File: src/rtl/stage_seq_pkg.sv
package stage_seq_pkg;

  typedef enum logic [2:0] {
    IDLE      = 3'd0,
    FETCH     = 3'd1,
    DECODE    = 3'd2,
    EXECUTE   = 3'd3,
    MEMORY    = 3'd4,
    WRITEBACK = 3'd5,
    ERROR     = 3'd6
  } stage_state_e;

  localparam logic [1:0] PC_SEL_SEQ    = 2'b00;
  localparam logic [1:0] PC_SEL_TARGET = 2'b01;
  localparam logic [1:0] PC_SEL_JALR   = 2'b10;

  function automatic logic [1:0] pc_sel_of(
    input logic jal,
    input logic jalr,
    input logic branch,
    input logic branch_result
  );
    if (jalr)
      return PC_SEL_JALR;
    else if (jal || (branch && branch_result))
      return PC_SEL_TARGET;
    else
      return PC_SEL_SEQ;
  endfunction

endpackage

File: src/rtl/bus_wait_timer.sv
module bus_wait_timer #(
  parameter int unsigned LIMIT = 16
) (
  input  logic clk,
  input  logic rst_n,
  input  logic clear,
  input  logic count,
  output logic expired
);

  logic [7:0] cnt_q;
  logic [7:0] cnt_d;

  always_comb begin
    cnt_d = cnt_q;
    if (clear)
      cnt_d = '0;
    else if (count && (cnt_q != 8'(LIMIT)))
      cnt_d = cnt_q + 8'd1;
  end

  // Fires during the LIMIT-th consecutive waiting cycle.
  assign expired = count && !clear && (cnt_q == 8'(LIMIT - 1));

  always_ff @(posedge clk or negedge rst_n) begin
    if (!rst_n)
      cnt_q <= '0;
    else
      cnt_q <= cnt_d;
  end

endmodule

File: src/rtl/stage_sequencer.sv
// Multi-cycle instruction stage sequencer.
// Optional bus timeout / ERROR state: define BUS_TIMEOUT_EN.
module stage_sequencer
  import stage_seq_pkg::*;
#(
  parameter int unsigned TIMEOUT_CYCLES = 16
) (
  input  logic        clk,
  input  logic        rst,
  input  logic        run,
  input  logic        load,
  input  logic        store,
  input  logic        branch,
  input  logic        jal,
  input  logic        jalr,
  input  logic        branch_result,
  input  logic        imem_ack,
  input  logic        dmem_ack,
  output logic        imem_req,
  output logic        dmem_req,
  output logic        dmem_we,
  output logic        ir_en,
  output logic        pc_en,
  output logic        reg_write_en,
  output logic [1:0]  pc_sel,
  output logic [2:0]  state,
  output logic        busy,
  output logic [31:0] retire_count,
  output logic        bus_err
);

  if (TIMEOUT_CYCLES < 2 || TIMEOUT_CYCLES > 255) begin : g_bad_timeout
    $error("TIMEOUT_CYCLES must be within 2..255");
  end

  stage_state_e state_q, state_d;
  logic         commit;
  logic         imem_req_q, imem_req_d;
  logic         dmem_req_q, dmem_req_d;
  logic         dmem_we_q, dmem_we_d;
  logic         ir_en_q, ir_en_d;
  logic         pc_en_q, pc_en_d;
  logic         reg_write_en_q, reg_write_en_d;
  logic [1:0]   pc_sel_q, pc_sel_d;
  logic         busy_q, busy_d;
  logic [31:0]  retire_count_q;

`ifdef BUS_TIMEOUT_EN
  logic wait_count;
  logic wait_expired;
  logic bus_err_q, bus_err_d;

  assign wait_count = ((state_q == FETCH) && !imem_ack) ||
                      ((state_q == MEMORY) && !dmem_ack);

  bus_wait_timer #(
    .LIMIT (TIMEOUT_CYCLES)
  ) u_wait_timer (
    .clk     (clk),
    .rst_n   (rst),
    .clear   (!wait_count),
    .count   (wait_count),
    .expired (wait_expired)
  );
`endif

  // Outputs are computed from the transition taken this cycle and registered,
  // so each pulse appears in the cycle after the edge that caused it.
  always_comb begin
    state_d        = state_q;
    commit         = 1'b0;
    reg_write_en_d = 1'b0;
    case (state_q)
      IDLE:      if (run) state_d = FETCH;
      FETCH: begin
        if (imem_ack)
          state_d = DECODE;
`ifdef BUS_TIMEOUT_EN
        else if (wait_expired)
          state_d = ERROR;
`endif
      end
      DECODE:    state_d = EXECUTE;
      EXECUTE: begin
        if (load || store)
          state_d = MEMORY;
        else if (branch)
          commit = 1'b1;
        else
          state_d = WRITEBACK;
      end
      MEMORY: begin
        if (dmem_ack) begin
          if (load)
            state_d = WRITEBACK;
          else
            commit = 1'b1;
        end
`ifdef BUS_TIMEOUT_EN
        else if (wait_expired)
          state_d = ERROR;
`endif
      end
      WRITEBACK: begin
        commit         = 1'b1;
        reg_write_en_d = 1'b1;
      end
`ifdef BUS_TIMEOUT_EN
      ERROR:     state_d = ERROR;
`endif
      default:   state_d = IDLE;
    endcase

    if (commit)
      state_d = run ? FETCH : IDLE;

    ir_en_d    = (state_q == FETCH) && imem_ack;
    imem_req_d = (state_d == FETCH);
    dmem_req_d = (state_d == MEMORY);
    dmem_we_d  = dmem_req_d && store && !load;
    pc_en_d    = commit;
    pc_sel_d   = commit ? pc_sel_of(jal, jalr, branch, branch_result) : PC_SEL_SEQ;
    busy_d     = (state_d != IDLE);
`ifdef BUS_TIMEOUT_EN
    bus_err_d  = bus_err_q || (state_d == ERROR);
`endif
  end

  always_ff @(posedge clk or negedge rst) begin
    if (!rst) begin
      state_q        <= IDLE;
      imem_req_q     <= 1'b0;
      dmem_req_q     <= 1'b0;
      dmem_we_q      <= 1'b0;
      ir_en_q        <= 1'b0;
      pc_en_q        <= 1'b0;
      reg_write_en_q <= 1'b0;
      pc_sel_q       <= PC_SEL_SEQ;
      busy_q         <= 1'b0;
      retire_count_q <= '0;
    end else begin
      state_q        <= state_d;
      imem_req_q     <= imem_req_d;
      dmem_req_q     <= dmem_req_d;
      dmem_we_q      <= dmem_we_d;
      ir_en_q        <= ir_en_d;
      pc_en_q        <= pc_en_d;
      reg_write_en_q <= reg_write_en_d;
      pc_sel_q       <= pc_sel_d;
      busy_q         <= busy_d;
      if (commit)
        retire_count_q <= retire_count_q + 32'd1;
    end
  end

`ifdef BUS_TIMEOUT_EN
  always_ff @(posedge clk or negedge rst) begin
    if (!rst)
      bus_err_q <= 1'b0;
    else
      bus_err_q <= bus_err_d;
  end

  assign bus_err = bus_err_q;
`else
  assign bus_err = 1'b0;
`endif

  assign imem_req     = imem_req_q;
  assign dmem_req     = dmem_req_q;
  assign dmem_we      = dmem_we_q;
  assign ir_en        = ir_en_q;
  assign pc_en        = pc_en_q;
  assign reg_write_en = reg_write_en_q;
  assign pc_sel       = pc_sel_q;
  assign state        = state_q;
  assign busy         = busy_q;
  assign retire_count = retire_count_q;

endmodule

File: config.mk
export PLATFORM = sky130hd
export DESIGN_NAME = stage_sequencer
export DESIGN_NICKNAME = d
export VERILOG_FILES = /design/src/rtl/stage_seq_pkg.sv /design/src/rtl/bus_wait_timer.sv /design/src/rtl/stage_sequencer.sv
export SDC_FILE = /design/constraint.sdc
export NUM_CORES = 1
export LEC_CHECK = 0
export CAP_MARGIN = 10
export CORE_UTILIZATION = 30
export CTS_CLUSTER_SIZE = 14
export DETAILED_ROUTE_END_ITERATION = 7
export DONT_BUFFER_PORTS = 1
export SLEW_MARGIN = 20
export SYNTH_ARGS = -nofsm -noshare
export SYNTH_HDL_FRONTEND = slang
export SYNTH_HIERARCHICAL = 1
export SYNTH_SLANG_ARGS = --single-unit
export TNS_END_PERCENT = 1
File: constraint.sdc
create_clock -name clk -period 2 [get_ports clk]
set_input_delay 0.4 -clock clk [delete_from_list [all_inputs] [get_ports clk]]
set_output_delay 0.4 -clock clk [all_outputs]
set_load 0.01 [all_outputs]
Word-level counts from Yosys, hierarchy flattened --
Index checks and enable logic that the tools add are counted.
Storage, ports and cells: bits in registers 44, bits of input ports 11, output and inout bits 45, word-level logic and storage cells 45
Cells by class: add/sub/neg operators 1, equal/unequal tests 7, multiplexer cells 18, reduce and logical (&&, ||, !) cells 9
Operators with widths (count):
- adder 32 x 1 -> 32 bit (second input constant) | 1
- 2-to-1 mux 3 bit | 7
- case mux 3 bit (6 select lines) | 1
- equality test 3 bit (second input constant) | 3
- 2-to-1 mux 1 bit | 7
- equality test 3 x 1 -> 1 bit (second input constant) | 2
- equality test 3 x 2 -> 1 bit (second input constant) | 2
- logical AND 1 bit | 4
- 2-to-1 mux 2 bit | 2
- zero test 3 bit | 1
- case mux 1 bit (3 select lines) | 1
- nonzero test 3 bit | 1
- logical OR 1 bit | 2
- zero test 1 bit | 1

Logic depth before layout (Yosys ltp) --
depth after elaboration 7, gate-level depth with buffers 8, depth with buffers taken out 5

Least setup slack after synthesis --
No wires, ideal clock.
path kind reg2reg, start point register state_q[1], in the netlist state[1], end point register retire_count_q[12], in the netlist retire_count[12], library setup time 0.125 ns, arrival 2.034 ns, required time 1.875 ns, path slack -0.159 ns, cell stages (with the launch flop) 7, buffers on the path 1, clock period less this slack 2.159 ns, cell sequence dfrtp_1 or3b_1 or3_1 buf_6 a2111oi_4 nand4_1 xnor2_1
On the way: cells in the longest elaborated chain, start to end 2, elaborated cells between the ends (all ways) 4
Ends and longest elaborated chain:
- start: declaration | line stage_sequencer.sv:36 | stage_state_e state_q, state_d;
- start signal: assignment | line stage_sequencer.sv:142 | state_q <= state_d;
- equality test 3 bit / equality test 3 x 2 -> 1 bit (equally long branches) | line stage_sequencer.sv:73 | case (state_q)
- case mux 1 bit (3 select lines) (*) | line stage_sequencer.sv:73
- end signal: assignment | line stage_sequencer.sv:152 | retire_count_q <= retire_count_q + 32'd1;
- end: declaration | line stage_sequencer.sv:46 | logic [31:0] retire_count_q;
Mark *: on every way between the ends. The rest lies on a longest branch, timed or not. A chain may end at the register's enable or synchronous reset.

Final worst setup path --
start point register state_q[1], in the netlist state[1], end point register retire_count_q[16], in the netlist retire_count[16]
The elaborated chain is that of the path after synthesis.

==> summary.md <==
| Metric | Value |
|---|---|
| Min-Delay Path Class | `in -> reg` |
| EDFF count, synth | `0` |
| CP delay by family, top | `simple AND/OR/NAND/NOR gates` |
| H-tree levels | `2` |
| Rows | `29` |
| Top cell type's share of synthesized area | `a little under three fifths` |
| Clk buf depth | `2` |
| Iteration-0 DRC Markers | `55` |
| CP bufs+invs | `1` |
| Worst Path Arrival | `about 2.2 ns` |
| DR vias | `1393` |
| CTS tree | `done` |
| Final GP Congestion | `between 0.8 and 0.9` |
| Post-route cell area | `2410 sq um` |
| Worst r2r path cells | `6` |
| FMAX | `501 MHz` |
| RSZ-0062 raised after global routing | `yes` |
| Cell depth of the worst hold path | `1` |
| #FFs+latches synth | `between 40 and 50` |
| Setup-failing EPs final | `0` |
| Most common cell in the netlist | `dfrtp_1` |
| R2R Path Start | `state[1]` |
| Synth top cells by count | `dfrtp_1 (44), xnor2_1 (23), nand2_1 (13), nand3_1 (11), nand4_1 (11)` |
| Startpoint Class | `flop` |
| Routed wire per std cell | `about 15 um` |
| Filler cells | `635` |
| Total wire length | `4230 um` |
| Slowest-stage cell, CP | `or3_4` |
| Final Hold Viols | `0` |
| CTS sink cnt | `44` |
| Max Cap Viol | `0` |
| Layout cells sized above 1 | `about a fifth` |
| DRT antenna net count | `0` |
| CTS clk-pin slew, worst paths | `0.08 ns` |
| Synthesized area | `1980 sq um` |
| Worst Path Required | `between 2 and 2.5 ns` |
| Outcome | `complete, no violations` |
| Synth warn | `6` |
| Placeable Area | `roughly 6300 sq um` |
| GRT Util Overall | `between 10% and 20%` |
| Total Power | `roughly 2.4 mW` |
| Via-per-instance ratio | `around 4.9` |
| FF+latch area | `~1100 sq um` |
| Crit path largest cell delay | `0.44 ns` |
| Setup CP Type | `reg -> reg` |
| Fin nets | `between 200 and 250` |
| Reg2Reg Capture Point | `retire_count[16]` |
| Multi-input gate area | `approximately 860 sq um` |
| Die span in x | `83.2 um` |
| Synthesized area per cell | `11.3 sq um` |
| Num CTS Buffers | `5` |
| Vias in the first global route | `between 1000 and 1500` |
| Yosys top cell by area | `dfrtp_1` |
| PD cells | `987 nW/um^2` |
| IO Count | `56` |
| R2R Setup Slk | `approximately 0.0057 ns` |
| Synthesis-to-finish area growth | `21.8%` |
| Die ar. | `6920 sq um` |
| Antenna cells | `0` |
| Synth cell types | `39` |
| Leakage | `~1.1 nW` |
| Remaining DRCs | `0` |
| Syn nets | `between 150 and 200` |
| Largest net degree at the start of global routing | `45` |
| Predominant post-synthesis flop cell | `dfrtp_1` |
| Synth area leaders | `dfrtp_1 (56%), xnor2_1 (10%), xor2_1 (3.5%)` |
| Minimum clock period | `around 2 ns` |
| HP Start | `jalr` |
| Critical path fanouts, max | `7` |
| Sequential share of the synthesized area | `55.7%` |
| Hold path endpoint | `pc_sel[0]` |
| Root Driver | `clkbuf_8` |
| Period utilisation layout | `about 100%` |
| Total grt overflow | `0` |
| Clock skew | `between 0.01 and 0.015 ns` |
| Number of port buffers | `0` |
| Initial DRT Pass Iterations | `4` |
| Starting Density | `between 30% and 40%` |
| Chip Height | `roughly 83 um` |
| FFs w/ async S/R, synth | `100%` |
| Hpwl dp | `3110 um` |
| VDD IR max | `~0.34 mV` |
| Clk Latency, worst-skew pair | `0.29 ns` |
| Slew Viols, Final | `0` |
| First-pass GRT wire length | `7020 um` |
| Cells after Synth | `175` |
| Initial antenna violation count | `0` |
| Cells along the critical path | `or3b_4 -> or3_4 -> a2111oi_4 -> buf_4 -> nand4_1 -> xnor2_1` |
| Area after DPL | `2230 sq um` |
| Worst Setup End Kind | `flop` |
[cells in the final DEF, fill, tap and decap left out, drive strengths merged, types with 4 or more instances in the layout]
cell type	n
nand3	11
buf	27
nand4	11
dfrtp	44
nor3	4
xnor2	23
xor2	8
nand2	13
a21oi	7
nor2	8
clkbuf	6
[layout make-up]
cell class / count / area share (%)
sequential: 44 / 45.7
multi-input combinational: 123 / 35.7
timing repair buffer: 28 / 9.66
tap: 77 / 4.00
clock buffer: 6 / 3.01
clock inverter: 2 / 1.45
inverter: 3 / 0.467
[repair_timing]
item	4_1_cts	5_1_grt
cloned	0	0
endpoints found under the setup margin	17	14
resized for setup	2	4
endpoints found under the hold margin	44	0
buffers inserted	1	0
hold buffers	2	0
pin swaps	5	3
[per-layer routing]
layer	up-vias	GRT usage [%]	wire [um]
li1	667	-	-
met1	686	15.7	1830
met2	34	20.4	2010
met3	6	4.97	303
met4	0	5.64	85
met5	-	0	0
[state kept, by name, summed over array words and instances, names as in the netlist]
signal and flops:
pc_en 1, ir_en 1, pc_sel 2, dmem_we 1
retire_count 32, busy 1, state 3, dmem_req 1
reg_write_en 1, imem_req 1
[power by group]
part / switching, mW / internal, mW / total [mW] / leakage, nW
registers: 0.117 / 1.01 / 1.13 / 0.588
clock network: 0.297 / 0.371 / 0.668 / 0.0552
logic: 0.308 / 0.278 / 0.586 / 0.444
total: 0.722 / 1.66 / 2.38 / 1.09
[worst max-delay path by stage]
stage               startpoint          endpoint  slack (ns)  cells after the start
finish                state[1]  retire_count[16]       0.006                      6
global route          state[1]  retire_count[16]       -0.08                      6
CTS                   state[1]  retire_count[16]       -0.03                      6
detailed placement        load  retire_count[16]       -0.24                      5
global placement          load  retire_count[16]       -0.19                      5
floorplan             state[1]  retire_count[12]       -0.07                      6
[logic make-up after synthesis]
kind of cell | synth area share [%]
other cells | 0.190
flops | 55.7
xor+xnor | 13.7
buf+inv | 2.15
mux | 0.569
compound gates | 7.53
fa+ha+maj | 0.632
simple gates | 19.5
[per-stage QoR]
step	setup slack [ns]	hold WS [ns]	std cells	utilization, %	TNS [ns]
floorplan	-0.0732	0.104	175	-	-0.514
global placement	-0.194	0.105	272	35.2	-2.41
detailed placement	-0.239	0.105	272	35.2	-3.05
CTS	-0.0348	0.149	283	37.8	-0.0849
global route	-0.0822	0.142	283	38.0	-0.368
finish	0.00572	0.159	283	38.0	0
Power figures use the tool's default switching activity.
